<file path="config.mk">
export PLATFORM = sky130hd
export DESIGN_NAME = button_conditioner
export DESIGN_NICKNAME = d
export VERILOG_FILES = /design/src/rtl/button_conditioner.sv
export SDC_FILE = /design/constraint.sdc
export NUM_CORES = 1
export LEC_CHECK = 0
export BUFFER_PORTS_ARGS = -buffer_cell sky130_fd_sc_hd__buf_2
export CAP_MARGIN = 20
export CORE_UTILIZATION = 55
export DETAILED_ROUTE_END_ITERATION = 12
export PLACE_DENSITY = 0.72
export RECOVER_POWER = 50
export SYNTH_ARGS = -nofsm -noshare
export SYNTH_HDL_FRONTEND = slang
export SYNTH_SLANG_ARGS = --single-unit
</file>
<file path="constraint.sdc">
create_clock -name clk -period 5.2 [get_ports clk]
set_input_delay 1.04 -clock clk [delete_from_list [all_inputs] [get_ports clk]]
set_output_delay 1.04 -clock clk [all_outputs]
set_load 0.005 [all_outputs]
</file>
<file path="src/rtl/button_conditioner.sv">
// button_conditioner: synchronise, debounce and pulse-shape the east/west/south buttons.
// Define BTN_AUTOREPEAT_EN to enable held-button auto-repeat of the step pulses.
module button_conditioner #(
   parameter int DEBOUNCE_CYCLES = 500000,
   parameter int REPEAT_DELAY    = 15000000,
   parameter int REPEAT_PERIOD   = 3000000
) (
   input  logic clk,
   input  logic reset,
   input  logic btn_east,
   input  logic btn_west,
   input  logic btn_south,
   output logic east_level,
   output logic west_level,
   output logic south_level,
   output logic step_right,
   output logic step_left,
   output logic new_game
);
   if (DEBOUNCE_CYCLES < 1 || DEBOUNCE_CYCLES > (1 << 20) || REPEAT_DELAY < 1 || REPEAT_PERIOD < 1) begin : g_bad_param
      $error("button_conditioner: parameter out of range");
   end
   localparam logic [19:0] DB_LAST = 20'(DEBOUNCE_CYCLES - 1);
   logic [2:0] raw, s1, s2, lvl, lvl_nxt, rise;
   logic [19:0] cnt [3];
   logic [1:0] step;
   logic both, both_nxt;
   assign raw = {btn_south, btn_west, btn_east};
   always_comb begin
      for (int i = 0; i < 3; i++)
         lvl_nxt[i] = (s2[i] != lvl[i] && cnt[i] == DB_LAST) ? ~lvl[i] : lvl[i];
   end
   assign rise     = lvl_nxt & ~lvl;
   assign both     = lvl[0] & lvl[1];
   assign both_nxt = lvl_nxt[0] & lvl_nxt[1];
   always_ff @(posedge clk) begin
      if (reset) begin
         s1 <= '0;
         s2 <= '0;
         lvl <= '0;
         new_game <= 1'b0;
         for (int i = 0; i < 3; i++) cnt[i] <= '0;
      end else begin
         s1 <= raw;
         s2 <= s1;
         lvl <= lvl_nxt;
         new_game <= rise[2];
         for (int i = 0; i < 3; i++)
            cnt[i] <= (s2[i] == lvl[i] || cnt[i] == DB_LAST) ? '0 : cnt[i] + 20'd1;
      end
   end
`ifdef BTN_AUTOREPEAT_EN
   typedef enum logic [1:0] {IDLE, DELAY, REPEAT} state_t;
   localparam logic [31:0] RD_LAST = 32'(REPEAT_DELAY - 1);
   localparam logic [31:0] RP_LAST = 32'(REPEAT_PERIOD - 1);
   state_t st [2];
   logic [31:0] t [2];
   always_ff @(posedge clk) begin
      if (reset) begin
         step <= '0;
         for (int d = 0; d < 2; d++) begin
            st[d] <= IDLE;
            t[d] <= '0;
         end
      end else begin
         for (int d = 0; d < 2; d++) begin
            step[d] <= 1'b0;
            t[d] <= '0;
            if (both_nxt || !lvl_nxt[d]) st[d] <= IDLE;
            // the opposing button just let go: restart the hold delay silently
            else if (both) st[d] <= DELAY;
            else if (st[d] == IDLE) begin
               step[d] <= rise[d];
               st[d] <= rise[d] ? DELAY : IDLE;
            end else if (st[d] == DELAY) begin
               step[d] <= t[d] == RD_LAST;
               st[d] <= t[d] == RD_LAST ? REPEAT : DELAY;
               t[d] <= t[d] == RD_LAST ? '0 : t[d] + 32'd1;
            end else begin
               step[d] <= t[d] == RP_LAST;
               t[d] <= t[d] == RP_LAST ? '0 : t[d] + 32'd1;
            end
         end
      end
   end
`else
   always_ff @(posedge clk) step <= reset ? 2'b00 : rise[1:0] & {2{~both_nxt}};
`endif
   assign east_level  = lvl[0];
   assign west_level  = lvl[1];
   assign south_level = lvl[2];
   assign step_right  = step[0];
   assign step_left   = step[1];
endmodule

</file>
==> results.py, run 1 <==
metrics = {
    "placed_design": {
        "hpwlAfterDp_um": 4070,
        "pre_cts_ws_ns": 2.85,
        "placed_cells": 443,
        "place_area_um2": 3280,
        "portBuffers": 10,
        "gp_congestion": 0.824,
    },
    "route": {
        "antenna_left": 0,
        "routed-wl-met3_um": 171,
        "drtIter0Drc": 86,
        "wl_met1_um": 3000,
        "met2_length_um": 2450,
        "wl_um": 5720,
        "first_pass_iters": 4,
        "routed_via_density": 5.55,
        "vias": 2549,
        "post_drt_wl_per_cell_um": 12.5,
        "drc": 0,
        "highest_layer": "met4",
    },
    "setup_path": {
        "critPathRequiredTime_ns": 5.39,
        "crit_arrival_ns": 2.66,
        "crit_path_max_fanout": 18,
        "critPathCaptureType": "flip-flop",
        "worstSetupStartpointType": "input pin",
        "path_class": "in -> reg",
    },
    "floorplanning": {
        "die_w_um": 77.8,
        "dieArea_um2": 6050,
        "start_util_pct": 57.4,
        "die_y_um": 77.8,
        "core_region_area_um2": 5510,
        "ios": 11,
        "fp-row-count": 27,
    },
    "power_and_ir_drop": {
        "vdd_drop_max_v": 0.000179,
        "power.density_nw_per_um2": 273,
        "p_total_mw": 0.935,
        "power_leakage_nw": 0.961,
    },
    "logic_synthesis": {
        "synth_fp_nets": 374,
        "syn_area_um2": 3160,
        "yosysSeqAreaShare_pct": 45.6,
        "syn_inst": 366,
        "yosys_warnings": 0,
        "ys_types": 37,
        "ys_ff_latch": 72,
        "synth.avg_cell_area_um2": 8.63,
    },
    "cells_and_area": {
        "fillers": 484,
        "stdcell_count": 459,
        "diodes": 0,
        "stdcell_area_um2": 3430,
        "drive_gt1_share_pct": 6.46,
        "fin_util_pct": 62.2,
        "num-nets-final": 390,
        "syn_to_final_growth_pct": 8.44,
    },
    "timing": {
        "hold_viol": 0,
        "final_max_slew_viol_count": 0,
        "slew_headroom_pct": 45.7,
        "min_period_over_period_pct": 47.5,
        "final.min_clock_period_ns": 2.47,
        "timing.setup.tns_ns": 0,
        "rsz0062_at_grt": "false",
        "setup_viol": 0,
        "tightest_slew_ns": 0.814,
        "clock.fmax_ghz": 0.405,
        "worst_slack_ns": 2.73,
        "skew_ns": 0.00739,
        "worst_hold_slack_ns": 0.437,
    },
    "worst_hold_path": {
        "min_path_type": "reg -> reg",
    },
    "cts": {
        "cts_buffers": 9,
        "cts_hold_buf": 0,
        "cts_resized": 0,
        "clock_sinks": 72,
        "post_cts_buffers": 0,
        "path_clk_slew_ns": 0.07,
        "clockBufferDepth": 2,
        "root_buffer": "clkbuf_8",
        "tritoncts": "built",
        "insertion_delay_ns": 0.34,
        "htreeDepth": 3,
    },
    "grt": {
        "antenna_found_initial": 0,
        "grt_pass1_vias": 2296,
        "grt.total_usage_pct": 21.3,
        "overflow": 0,
        "grt_max_degree": 20,
        "grt_pass1_wl_um": 10200,
    },
    "job": {
        "maxCapViolCount": 0,
    },
    "outcome": {
        "status": "completed",
    },
}
[cells in the mapped netlist, drive strengths merged]
master	count	area, µm²
nand3	23	120
dfxtp	72	1440
inv	12	45.0
clkbuf	4	15.0
or4	11	90.1
nor4	12	75.1
o21a	1	7.51
o21bai	1	7.51
nor4b	2	17.5
o21ai	16	83.8
a21oi	21	105
and2	3	18.8
nor2b	6	37.5
and3	2	12.5
a211oi	1	12.5
xor2	11	96.3
nand2	24	90.1
or3	18	114
o31ai	7	52.6
and4	5	43.8
nand4b	2	17.5
xnor2	27	236
buf	3	15.0
or4b	1	10.0
mux2i	1	10.0
ha	3	37.5
nand4	12	75.1
nor3	8	40.0
nor2	52	195
or3b	2	17.5
nand2b	3	18.8
[per-layer routing]
layer	track usage, %	vias to the layer above
met1	28.5	1172
met2	32.4	32
li1	-	1336
met3	5.88	9
met4	8.49	0
met5	0	-
[where the power goes]
| group | internal (mW) | switching (mW) |
|---|---|---|
| registers | 0.554 | 0.00169 |
| logic | 0.00441 | 0.00780 |
| clock network | 0.173 | 0.194 |
| total | 0.732 | 0.204 |
[worst max-delay path: stages]
cell,delay [ns]
clkbuf_1,0.47
nand2b_1,0.27
o21bai_1,0.13
clkbuf_1,0.63
nor2_1,0.12
[area by class of cell]
class                           count  area [µm²]  share of cell area, %
Sequential cell                    72        1440                   42.1
Inverter                           12        45.0                   1.31
Timing Repair Buffer               12        57.6                   1.68
Tap cell                           72        90.1                   2.63
Clock inverter                      3        18.8                  0.548
Multi-Input combinational cell    275        1630                   47.7
Clock buffer                       13         139                   4.05
[cell usage in the layout (no fill, tap or decap), types with 7 or more instances in the layout]
cell,count
buf_2,7
nand2_1,24
or4_1,10
xnor2_1,27
dfxtp_1,72
xor2_1,11
clkbuf_1,8
a21oi_1,21
nor3_1,8
o31ai_1,7
nor4_1,12
nand4_1,12
o21ai_0,13
inv_1,12
nor2_1,52
or3_1,17
clkbuf_8,9
nand3_1,22
[worst paths after layout]
check             startpoint    endpoint  slack [ns]  depth (start not counted)
hold reg to reg        s1[2]       s2[2]        0.44                          1
setup reg to reg  cnt[0][13]   cnt[0][5]        2.83                          5
setup / recovery       reset  cnt[0][26]        2.73                          5
hold / removal         s1[2]       s2[2]        0.44                          1
[registers in the layout (all words and copies together), names as in the netlist]
register,count
step,2
s2,3
s1,3
cnt,60
lvl,3
new_game,1
[cell families after synthesis]
group,after synthesis,share of synthesized area [%]
muxes,1,0.317
buffers and inverters,19,2.38
DFF,72,45.6
and+or+nand+nor,186,31.4
AOI/OAI and AO/OA,47,8.51
adders and majority gates,3,1.19
xor gates and xnor gates,38,10.5
(Power assumes the default switching activity.)
==> run 2: changes to the inputs <==
- PLACE_DENSITY: 0.72 -> 0.75
- clock period: 5.2 -> 2.2 ns (I/O delays scaled with it)
==> results.py, run 2 (synthesis gave the netlist of run 1 again) <==
metrics = {
    "grt": {
        "grt_pass1_vias": 2532,
        "grtUsageMet3_pct": 4.71,
        "grt_max_degree": 16,
        "top_usage_layer": "met2",
        "use_met1_pct": 27.4,
        "grtUsageMet2_pct": 36.7,
        "overflow": 0,
        "grt_pass1_wl_um": 10700,
        "antenna_found_initial": 0,
        "grt.total_usage_pct": 22.2,
    },
    "floorplanning": {
        "fp-row-count": 27,
        "dieArea_um2": 6050,
        "core_region_area_um2": 5510,
        "start_util_pct": 57.4,
        "ios": 11,
        "die_w_um": 77.8,
        "die_y_um": 77.8,
    },
    "setup_path": {
        "worstSetupStartpointType": "flip-flop",
        "cp_cell_sequence": "or4b_1, or4_4, or3_1, and3_1",
        "critPathCaptureType": "flip-flop",
        "slowest_delay_ns": 0.55,
        "crit_arrival_ns": 2.26,
        "path_class": "reg -> reg",
        "critPathRequiredTime_ns": 2.44,
        "rrSetupSlack_ns": 0.18,
        "slowest_stage": "or4b_1",
        "crit_path_max_fanout": 5,
    },
    "cts": {
        "cts_hold_buf": 0,
        "insertion_delay_ns": 0.34,
        "post_cts_buffers": 0,
        "clockBufferDepth": 2,
        "root_buffer": "clkbuf_8",
        "path_clk_slew_ns": 0.08,
        "tritoncts": "built",
        "clock_sinks": 72,
        "htreeDepth": 3,
        "cts_buffers": 9,
        "cts_resized": 0,
    },
    "timing": {
        "rsz0062_at_grt": "false",
        "final_max_slew_viol_count": 0,
        "min_period_over_period_pct": 91.9,
        "hold_viol": 0,
        "skew_ns": 0.00936,
        "tightest_slew_ns": 0.534,
        "setup_viol": 0,
        "timing.setup.tns_ns": 0,
        "slew_headroom_pct": 64.4,
        "final.min_clock_period_ns": 2.02,
        "clock.fmax_ghz": 0.494,
    },
    "route": {
        "drc": 0,
        "drtIter0Drc": 111,
        "post_drt_wl_per_cell_um": 12.8,
        "routed_via_density": 5.61,
        "first_pass_iters": 4,
        "antenna_left": 0,
        "vias": 2615,
        "wl_um": 5970,
    },
    "placed_design": {
        "hpwlAfterDp_um": 4360,
        "place_area_um2": 3340,
        "portBuffers": 10,
        "gp_congestion": 0.838,
    },
    "cells_and_area": {
        "diodes": 0,
        "drive_gt1_share_pct": 9.14,
        "fillers": 473,
        "stdcell_area_um2": 3510,
        "regArea_um2": 1440,
        "num-nets-final": 397,
        "largest_reg_flops": 60,
        "syn_to_final_growth_pct": 11.2,
        "layout_commonest_cell": "dfxtp_1",
        "layout_common_cells": "dfxtp_1 (72), nor2_1 (52), xnor2_1 (27)",
        "largest-register": "cnt",
        "multi_input_area_um2": 1640,
    },
    "outcome": {
        "status": "completed",
    },
    "job": {
        "maxCapViolCount": 0,
    },
    "worst_hold_path": {
        "min_path_type": "in -> reg",
    },
    "power_and_ir_drop": {
        "power.density_nw_per_um2": 677,
        "vdd_drop_max_v": 0.000396,
        "power_leakage_nw": 1.01,
    },
}
==> run 2: path summary, 6_finish.rpt <==
kind              from       to  cells past startpoint
max reg2reg  cnt[0][5]  step[1]                      4
min reg2reg      s1[1]    s2[1]                      1
max          cnt[0][5]  step[1]                      4
min           btn_east    s1[0]                      2
==> run 2: final cells by class <==
class / count / share of cell area, %
clock buffer: 9 / 3.53
timing repair buffer: 19 / 2.78
tap: 72 / 2.57
clock inverter: 7 / 2.03
sequential: 72 / 41.0
multi-input combinational: 275 / 46.8
inverter: 12 / 1.28
==> run 2: per-stage QoR <==
stage	setup slack (ns)	total power [mW]	hold WS (ns)	utilization, %	std cells
floorplan	0.252	1.36	0.414	-	366
global placement	0.225	1.38	0.418	60.6	450
detailed placement	0.183	1.38	0.425	60.6	450
CTS	0.180	2.39	0.322	64.1	466
global route	0.0557	2.46	0.328	63.8	466
finish	0.177	2.38	0.330	63.8	466
==> run 2: power breakdown <==
group / internal (mW) / leakage, nW / switching [mW]
sequential: 1.31 / 0.581 / 0.00407
combinational: 0.0122 / 0.326 / 0.0186
clock: 0.525 / 0.103 / 0.507
total: 1.85 / 1.01 / 0.530
==> run 2: worst max-delay path: cells and delay by family, from the launching register on <==
family	cells	cell delay, ns
AND/OR/NAND/NOR	4	1.56
flip-flops	1	0.36
==> run 2: metal layers <==
layer | part of all wire (%) | vias to the layer above
met5 | 0 | -
met4 | 1.3 | 0
met3 | 2.9 | 6
met2 | 48 | 43
met1 | 48 | 1218
li1 | - | 1348
==> run 3: changes to the inputs <==
- ABC_AREA: unset -> 1
==> results.py, run 3 <==
metrics = {
    "outcome": {
        "status": "completed",
    },
    "power_and_ir_drop": {
        "vdd_drop_max_v": 0.000516,
        "power_leakage_nw": 1.33,
        "power.density_nw_per_um2": 641,
        "p_total_mw": 2.51,
    },
    "grt": {
        "grt.total_usage_pct": 22.1,
        "overflow": 0,
        "grt_pass1_wl_um": 12500,
        "grt_pass1_vias": 2966,
        "grt_max_degree": 21,
        "antenna_found_initial": 0,
    },
    "timing": {
        "slew_headroom_pct": 55.5,
        "clock.fmax_ghz": 0.575,
        "setup_viol": 0,
        "skew_ns": 0.00833,
        "final_max_slew_viol_count": 0,
        "timing.setup.tns_ns": 0,
        "min_period_over_period_pct": 79.0,
        "hold_viol": 0,
        "rsz0062_at_grt": "false",
        "final.min_clock_period_ns": 1.74,
        "tightest_slew_ns": 0.666,
    },
    "logic_synthesis": {
        "synth_edf_count": 0,
        "synth_top_area_share_pct": 39.9,
        "async_flop_share_pct": 0,
        "yosysMostFrequentCell": "nand2_1",
        "yosys_warnings": 0,
        "synth.avg_cell_area_um2": 6.73,
        "yosysSeqAreaShare_pct": 39.9,
        "yosys-top-cells-count": "nand2_1 (122), nor2_1 (118), dfxtp_1 (72), inv_1 (66), nand3_1 (31)",
        "yosysTopAreaCell": "dfxtp_1",
        "synth_area_leaders": "dfxtp_1 (40%), nand2_1 (13%), nor2_1 (12%), inv_1 (6.9%), nand3_1 (4.3%)",
        "syn_inst": 536,
        "syn_area_um2": 3610,
        "ys_types": 29,
        "ys_ff_latch": 72,
        "synth_fp_nets": 544,
        "synthFlopType": "dfxtp_1",
    },
    "route": {
        "drtIter0Drc": 160,
        "met2_length_um": 3410,
        "highest_layer": "met4",
        "drc": 0,
        "routed-wl-met3_um": 280,
        "first_pass_iters": 4,
        "vias": 3246,
        "wl_um": 7170,
        "wl_met1_um": 3380,
        "post_drt_wl_per_cell_um": 11.3,
        "routed_via_density": 5.12,
        "antenna_left": 0,
    },
    "setup_path": {
        "cp_cell_sequence": "ha_1, nand3_1, nor2_1, nand2_2, nor2_1, inv_1, nor2_1, nor3b_2",
        "cp.depth": 8,
        "rrSetupSlack_ns": 0.46,
        "worstSetupStartpointType": "flip-flop",
        "path_class": "reg -> reg",
        "critPathRequiredTime_ns": 2.44,
        "critical_path_buf_inv_count": 1,
        "rr_endpoint": "cnt[0][34]",
        "rr_startpoint": "cnt[0][20]",
        "slowest_stage": "dfxtp_1",
        "crit_arrival_ns": 1.98,
        "critPathCaptureType": "flip-flop",
        "crit_path_max_fanout": 6,
        "cp_top_family": "simple AND/OR/NAND/NOR gates",
        "crit_top_cell": "nor2_1",
        "worst-r2r-cell-count": 8,
        "slowest_delay_ns": 0.42,
    },
    "cts": {
        "root_buffer": "clkbuf_8",
        "cts_resized": 0,
        "tritoncts": "built",
        "post_cts_buffers": 0,
        "insertion_delay_ns": 0.35,
        "path_clk_slew_ns": 0.08,
        "htreeDepth": 3,
        "cts_buffers": 9,
        "cts_hold_buf": 0,
        "clock_sinks": 72,
        "clockBufferDepth": 2,
    },
    "worst_hold_path": {
        "min_path_type": "in -> reg",
        "worstHoldStart": "btn_south",
        "min_path_cells": 3,
        "whs_endpoint": "s1[2]",
    },
    "floorplanning": {
        "die_y_um": 83,
        "core_region_area_um2": 6350,
        "ios": 11,
        "die_w_um": 83,
        "dieArea_um2": 6890,
        "fp-row-count": 29,
        "start_util_pct": 56.8,
    },
    "job": {
        "maxCapViolCount": 0,
    },
    "cells_and_area": {
        "num-nets-final": 560,
        "largest-register": "cnt",
        "largest_reg_flops": 60,
        "drive_gt1_share_pct": 7.72,
        "syn_to_final_growth_pct": 8.36,
        "layout_commonest_cell": "nand2_1",
        "diodes": 0,
        "layout_common_cells": "nand2_1 (123), nor2_1 (120), dfxtp_1 (72)",
    },
    "placed_design": {
        "hpwlAfterDp_um": 5380,
        "portBuffers": 10,
        "gp_congestion": 0.909,
    },
}
run 3: kinds of logic (layout without fill, tap and decap cells):
kind of cell    Yosys count  in the layout  synth area share (%)
xor+xnor                 21             21                  5.10
compound gates           36             36                  5.13
fa+ha+maj                 3              3                  1.04
flops                    72             72                  39.9
buf+inv                  73             94                  8.11
simple gates            331            331                  40.7
run 3: worst max-delay path by stage:
stage,to,startpoint
final,cnt[0][34],cnt[0][20]
after global placement,cnt[0][42],reset
after CTS,cnt[0][57],cnt[0][40]
after global routing,cnt[0][7],cnt[0][0]
after detailed placement,cnt[0][59],reset
after floorplan,cnt[0][29],cnt[0][20]
run 3: area by class of cell:
| class | instances | area, µm² |
|---|---|---|
| fill | 583 | 2440 |
| sequential | 72 | 1440 |
| clock inverter | 6 | 92.6 |
| clock buffer | 10 | 128 |
| timing repair buffer | 10 | 47.5 |
| multi-input combinational | 391 | 1850 |
| inverter | 68 | 255 |
| tap | 77 | 96.3 |
run 3: stage by stage:
step	hold slack (ns)	utilization (%)	setup slack (ns)	area [µm²]	instances
2_1_floorplan	0.388	-	0.831	3610	536
3_3_place_gp	0.392	58.5	0.551	3720	618
3_5_place_dp	0.398	58.5	0.472	3720	618
4_1_cts	0.297	62.0	0.541	3940	634
5_1_grt	0.298	61.6	0.281	3910	634
6_report	0.303	61.6	0.462	3910	634
run 3: worst reg2reg max path, cell delays in order (launching register included):
cell and delay, ns:
dfxtp_1 0.42, ha_1 0.21, nand3_1 0.21, nor2_1 0.23
nand2_2 0.10, nor2_1 0.21, inv_1 0.09, nor2_1 0.12
nor3b_2 0.05
run 3: metal layers:
layer	vias to the layer above	global-route usage, %
met5	-	0
met4	0	9.09
met3	10	3.88
met2	55	37.9
met1	1464	27.4
li1	1717	-
run 3: power breakdown:
group	switching, mW	total [mW]	internal, mW
clock	0.522	1.17	0.645
sequential	0.00342	1.31	1.31
combinational	0.0190	0.0266	0.00766
